File: config.mk
export PLATFORM = sky130hd
export DESIGN_NAME = seg7_scan
export DESIGN_NICKNAME = d
export VERILOG_FILES = /design/src/rtl/seg7_pkg.sv /design/src/rtl/seg7_scan_hex7_decode.sv /design/src/rtl/seg7_scan.sv
export SDC_FILE = /design/constraint.sdc
export NUM_CORES = 1
export LEC_CHECK = 0
export ABC_AREA = 1
export BUFFER_PORTS_ARGS = -buffer_cell sky130_fd_sc_hd__buf_2
export CAP_MARGIN = 20
export CORE_MARGIN = 2
export CORE_UTILIZATION = 25
export DETAILED_ROUTE_END_ITERATION = 16
export PLACE_DENSITY = 0.42
export SYNTH_ARGS = -nofsm -noshare
export SYNTH_HDL_FRONTEND = slang
export SYNTH_HIERARCHICAL = 1
export SYNTH_SLANG_ARGS = --single-unit
File: constraint.sdc
create_clock -name clk -period 3.8 [get_ports clk]
set_input_delay 0.76 -clock clk [delete_from_list [all_inputs] [get_ports clk]]
set_output_delay 0.76 -clock clk [all_outputs]
set_load 0.02 [all_outputs]
File: src/rtl/seg7_pkg.sv
// Shared constants for the multiplexed seven-segment driver: hex glyph table,
// the logical "all segments off" pattern and the digit-index width helper.
package seg7_pkg;

    localparam logic [6:0] SEG_OFF = 7'h00;

    // On-bits {g,f,e,d,c,b,a} for hex digits 0..F
    localparam logic [6:0] HEX7 [16] = '{
        7'h3F, 7'h06, 7'h5B, 7'h4F, 7'h66, 7'h6D, 7'h7D, 7'h07,
        7'h7F, 7'h6F, 7'h77, 7'h7C, 7'h39, 7'h5E, 7'h79, 7'h71
    };

    function automatic int idx_width(input int digits);
        return (digits > 1) ? $clog2(digits) : 1;
    endfunction

endpackage

File: src/rtl/seg7_scan_hex7_decode.sv
// Combinational hex nibble to seven-segment on-pattern; polarity is applied by the caller.
module hex7_decode
    import seg7_pkg::*;
(
    input  logic [3:0] nibble,
    output logic [6:0] pattern
);

    assign pattern = HEX7[nibble];

endmodule

File: src/rtl/seg7_scan.sv
// Multiplexed hex display driver with frame-aligned double buffering of the
// displayed value, decimal points and blank flags.
module seg7_scan
    import seg7_pkg::*;
#(
    parameter int DIGITS     = 4,
    parameter int PRESCALE   = 50000,
    parameter bit ACTIVE_LOW = 1'b1
) (
    input  logic                  clk,
    input  logic                  rst,
    input  logic                  load,
    input  logic [4*DIGITS-1:0]   value,
    input  logic [DIGITS-1:0]     dp,
    input  logic [DIGITS-1:0]     blank,
    output logic [DIGITS-1:0]     an,
    output logic [6:0]            seg,
    output logic                  seg_dp,
    output logic                  frame,
    output logic                  pending
);

    localparam int CW = $clog2(PRESCALE);
    localparam int IW = idx_width(DIGITS);
    localparam logic [CW-1:0]     CNT_LAST = CW'(PRESCALE - 1);
    localparam logic [IW-1:0]     IDX_LAST = IW'(DIGITS - 1);
    localparam logic [DIGITS-1:0] AN_POL   = {DIGITS{ACTIVE_LOW}};
    localparam logic [6:0]        SEG_POL  = {7{ACTIVE_LOW}};

    logic [CW-1:0]         cnt;
    logic [IW-1:0]         idx;
    logic [4*DIGITS-1:0]   disp_value, pend_value;
    logic [DIGITS-1:0]     disp_dp, pend_dp;
    logic [DIGITS-1:0]     disp_blank, pend_blank;

    logic                  slot_end;
    logic                  boundary;
    logic [3:0]            cur_nibble;
    logic                  cur_dp;
    logic                  cur_blank;
    logic [DIGITS-1:0]     cur_onehot;
    logic [6:0]            cur_pattern;

    assign slot_end = (cnt == CNT_LAST);
    assign boundary = slot_end && (idx == IDX_LAST);

    // Explicit compare-based mux so non-power-of-two DIGITS never indexes out of range
    always_comb begin
        cur_nibble = 4'h0;
        cur_dp     = 1'b0;
        cur_blank  = 1'b1;
        cur_onehot = '0;
        for (int i = 0; i < DIGITS; i++) begin
            if (idx == IW'(i)) begin
                cur_nibble    = disp_value[4*i +: 4];
                cur_dp        = disp_dp[i];
                cur_blank     = disp_blank[i];
                cur_onehot[i] = 1'b1;
            end
        end
    end

    hex7_decode u_decode (
        .nibble  (cur_nibble),
        .pattern (cur_pattern)
    );

    always_ff @(posedge clk) begin
        if (rst) begin
            cnt        <= '0;
            idx        <= '0;
            disp_value <= '0;
            disp_dp    <= '0;
            disp_blank <= '1;
            pend_value <= '0;
            pend_dp    <= '0;
            pend_blank <= '1;
            pending    <= 1'b0;
            frame      <= 1'b0;
            an         <= AN_POL;
            seg        <= SEG_OFF ^ SEG_POL;
            seg_dp     <= ACTIVE_LOW;
        end else begin
            cnt <= slot_end ? '0 : cnt + 1'b1;
            if (slot_end)
                idx <= (idx == IDX_LAST) ? '0 : idx + 1'b1;
            frame <= boundary;

            if (load) begin
                pend_value <= value;
                pend_dp    <= dp;
                pend_blank <= blank;
            end

            // A load landing on the boundary bypasses the buffer and takes effect now
            if (boundary) begin
                pending <= 1'b0;
                if (load) begin
                    disp_value <= value;
                    disp_dp    <= dp;
                    disp_blank <= blank;
                end else if (pending) begin
                    disp_value <= pend_value;
                    disp_dp    <= pend_dp;
                    disp_blank <= pend_blank;
                end
            end else if (load) begin
                pending <= 1'b1;
            end

            // First cycle of each slot keeps anodes off to avoid ghosting between digits
            an     <= ((cnt == '0 || cur_blank) ? '0 : cur_onehot) ^ AN_POL;
            seg    <= cur_pattern ^ SEG_POL;
            seg_dp <= cur_dp ^ ACTIVE_LOW;
        end
    end

endmodule

==> impl_metrics.yaml <==
pwr:
  p_clk_share_pct: 50.5
  power_density_mw_per_mm2: 440.6
  ir_worst_vdd_uv: 215.1
  p_leak_nw: 2.020
  p_seq_share_pct: 43.8
  p_comb_share_pct: 5.7
  cell_internal_pwr_mw: 1.565
  power.switching_mw: 0.4243
  swShare_pct: 21.33
min_path:
  hold_start: "pend_blank[3]"
  hold_class: "reg -> reg"
cells_and_area:
  diodes: 0
  utilization_pct: 29.92
  final_nets: 613
  final_area_mm2: 0.004514
  fillers: 1697
  drive_gt1_share_pct: 16.44
  area_growth_pct: 17.64
worst_setup_path:
  path_delay_family: "buffers and inverters"
  worst_setup_path_end_kind: "flop"
  cpMostUsedCell: "nand2_1"
  cpPeakStageDelay_ns: 0.55
  worstSetupPathType: "reg -> reg"
  worstSetupStartpointType: "flop"
  path_buf_inv: 3
  cp_max_fo: 29
  critPathLaunch: "idx[0]"
  crit_required_ns: 4.01
  rr_startpoint: "idx[0]"
  path_cells: "ha_1 > buf_4 > inv_1 > o21ai_0 > inv_1 > ha_1 > nand2_1 > o21ai_0 > nand2_1 > nand2_1 > nand2_1"
  cpMaxStageDelayCell: "o21ai_0"
  critPathArrivalTime_ns: 2.89
floorplan:
  core-area_mm2: 0.01509
  dieArea_mm2: 0.01636
  start_util_pct: 25.43
  rows: 45
  pin_count: 41
  die_w_um: 127.9
  die_h_um: 127.9
timing:
  period_share_pct: 70.50
  maxSlewHeadroom_pct: 35.69
  finalCriticalPeriod_ns: 2.679
  fmax_mhz: 373.3
  rsz0062_at_grt: "no"
  setup_viol: 0
  slew_viol_final: 0
  tightest_slew_ns: 0.9545
  hold_violations: 0
  tns_ns: 0
  finClkSkew_ns: 0.006482
cts:
  clockRootBuffer: "clkbuf_16"
  cts-buffers-inserted: 9
  cts.sinks: 80
  clk_path_buf_depth: 2
  htreeDepth: 3
  path_clk_slew_ns: 0.06
  postCtsSetupBuffers: 0
  cts_hold_buf: 0
  ctsResizeCount: 0
  cts_tree: "built"
  clk_latency_ns: 0.33
place:
  gp_routability_congestion: 0.8564
  placed_cell_area_mm2: 0.004168
  hpwl_mm: 6.643
  portBuffers: 40
global_routing:
  grt-ovfl-total: 0
  antenna_found_initial: 0
  grt_max_degree: 30
  grt_usage_pct: 12.50
  grt_pass1_vias: 3299
  grt_pass1_wl_mm: 16.15
flow_run:
  cap_viol_max_count: 0
synthesis:
  yosys_register_bits: 80
  synth_top_flop_cell: "dfxtp_1"
  syn_area_per_cell_um2: 7.080
  yosysUniqueCellTypes: 32
  syn-num-nets: 582
  syn_inst: 542
  synth-edff-count: 0
  ys_async_sr_fraction_pct: 0
  ys_seq_area_share_pct: 41.73
  syn_area_mm2: 0.003837
  yosys_warnings: 6
detailed_routing:
  drtPass1Iterations: 4
  drt_wl_total_mm: 9.416
  wl_per_cell_um: 12.29
  vias: 3358
  drt_iter0_markers: 140
  antenna_left: 0
  viasPerCell: 4.384
  drc: 0
status:
  status: "complete, no violations"
per-stage QoR:
step                hold slack, ns  worst slack (ns)  power (mW)  std cells
floorplan                   0.4243             1.569      0.9633        542
global placement            0.4350             1.217       1.002        750
detailed placement          0.4419             1.135       1.004        750
CTS                         0.4564             1.133       2.028        766
global route                0.4794            0.8320       2.086        766
finish                      0.4529             1.121       1.989        766
worst min-delay path: cells and delay by family, from the launching register on:
kind,cells,cell delay [ns]
flops,1,0.30
simple gates,2,0.12
per-layer routing:
layer | GRT usage, % | vias to the layer above | part of all wire (%)
li1 | - | 1775 | -
met2 | 17.96 | 67 | 40
met5 | 0 | - | 0
met3 | 3.589 | 17 | 5.1
met4 | 5.107 | 0 | 1.8
met1 | 17.52 | 1499 | 53
sequential cells by signal, indices dropped and copies added (netlist names):
| name | flops |
|---|---|
| seg | 7 |
| disp_value | 16 |
| disp_blank | 4 |
| pending | 1 |
| frame | 1 |
| pend_blank | 4 |
| cnt | 16 |
| pend_dp | 4 |
| pend_value | 16 |
| an | 4 |
| idx | 2 |
| seg_dp | 1 |
| disp_dp | 4 |
synth_stat cells (3+ instances only):
cell type / number / area, µm²
o21ai_1: 7 / 35.03
nand2_1: 124 / 465.5
nor3_1: 8 / 40.04
clkbuf_1: 11 / 41.29
nand2_2: 3 / 18.77
nand3_1: 22 / 110.1
nor2_1: 68 / 255.2
buf_6: 4 / 45.04
buf_2: 3 / 15.01
or2_2: 20 / 125.1
buf_1: 3 / 11.26
o21ai_0: 28 / 140.1
ha_1: 13 / 162.7
a21oi_1: 16 / 80.08
o211ai_1: 5 / 37.54
dfxtp_1: 80 / 1602
inv_1: 72 / 270.3
nand4_1: 33 / 206.5
inv_2: 6 / 22.52
power by group through the flow:
stage | clock network [mW] | logic, mW | registers (mW)
floorplan | 0 | 0.0706 | 0.893
global route | 1.08 | 0.130 | 0.872
global placement | 0 | 0.114 | 0.889
CTS | 1.04 | 0.115 | 0.871
detailed placement | 0 | 0.115 | 0.889
finish | 1.01 | 0.113 | 0.870
cells in the final DEF, fill, tap and decap left out, types with 3 or more instances in the layout:
cell and n:
buf_4 3, bufinv_16 3, nor2_1 68, buf_2 40, nand3_1 22, clkbuf_16 9
inv_1 72, nand2_2 3, or2_2 20, nand4_1 33, o211ai_1 5, nor3_1 8
o21ai_1 7, nand2_1 124, o21ai_0 28, ha_1 13, inv_2 6, a21oi_1 16
dfxtp_1 80
layout make-up:
cell class,instances,area (µm²),area share [%]
repair buffers,43,222.7,4.933
well taps,188,235.2,5.211
clock buffers,11,242.7,5.377
multi-input cells,360,1810,40.11
inverters,79,297.8,6.596
flip-flops and latches,80,1602,35.48
clock inverters,5,103.9,2.300
final timing paths:
path,end,slack (ns),cells after the start
hold reg to reg,pend_blank[3],0.45,2
setup / recovery,seg[3],1.12,11
setup reg to reg,seg[3],1.12,11
hold / removal,pend_blank[3],0.45,2
kinds of logic after synthesis:
logic type	Yosys count	share of synthesized area, %
AND/OR/NAND/NOR	286	34.27
buffers and inverters	102	11.09
flip-flops	80	41.73
AO/OA/AOI/OAI	58	7.988
adder cells (fa/ha/maj)	13	4.239
XOR/XNOR	3	0.6848
Power figures use the tool's default switching activity.
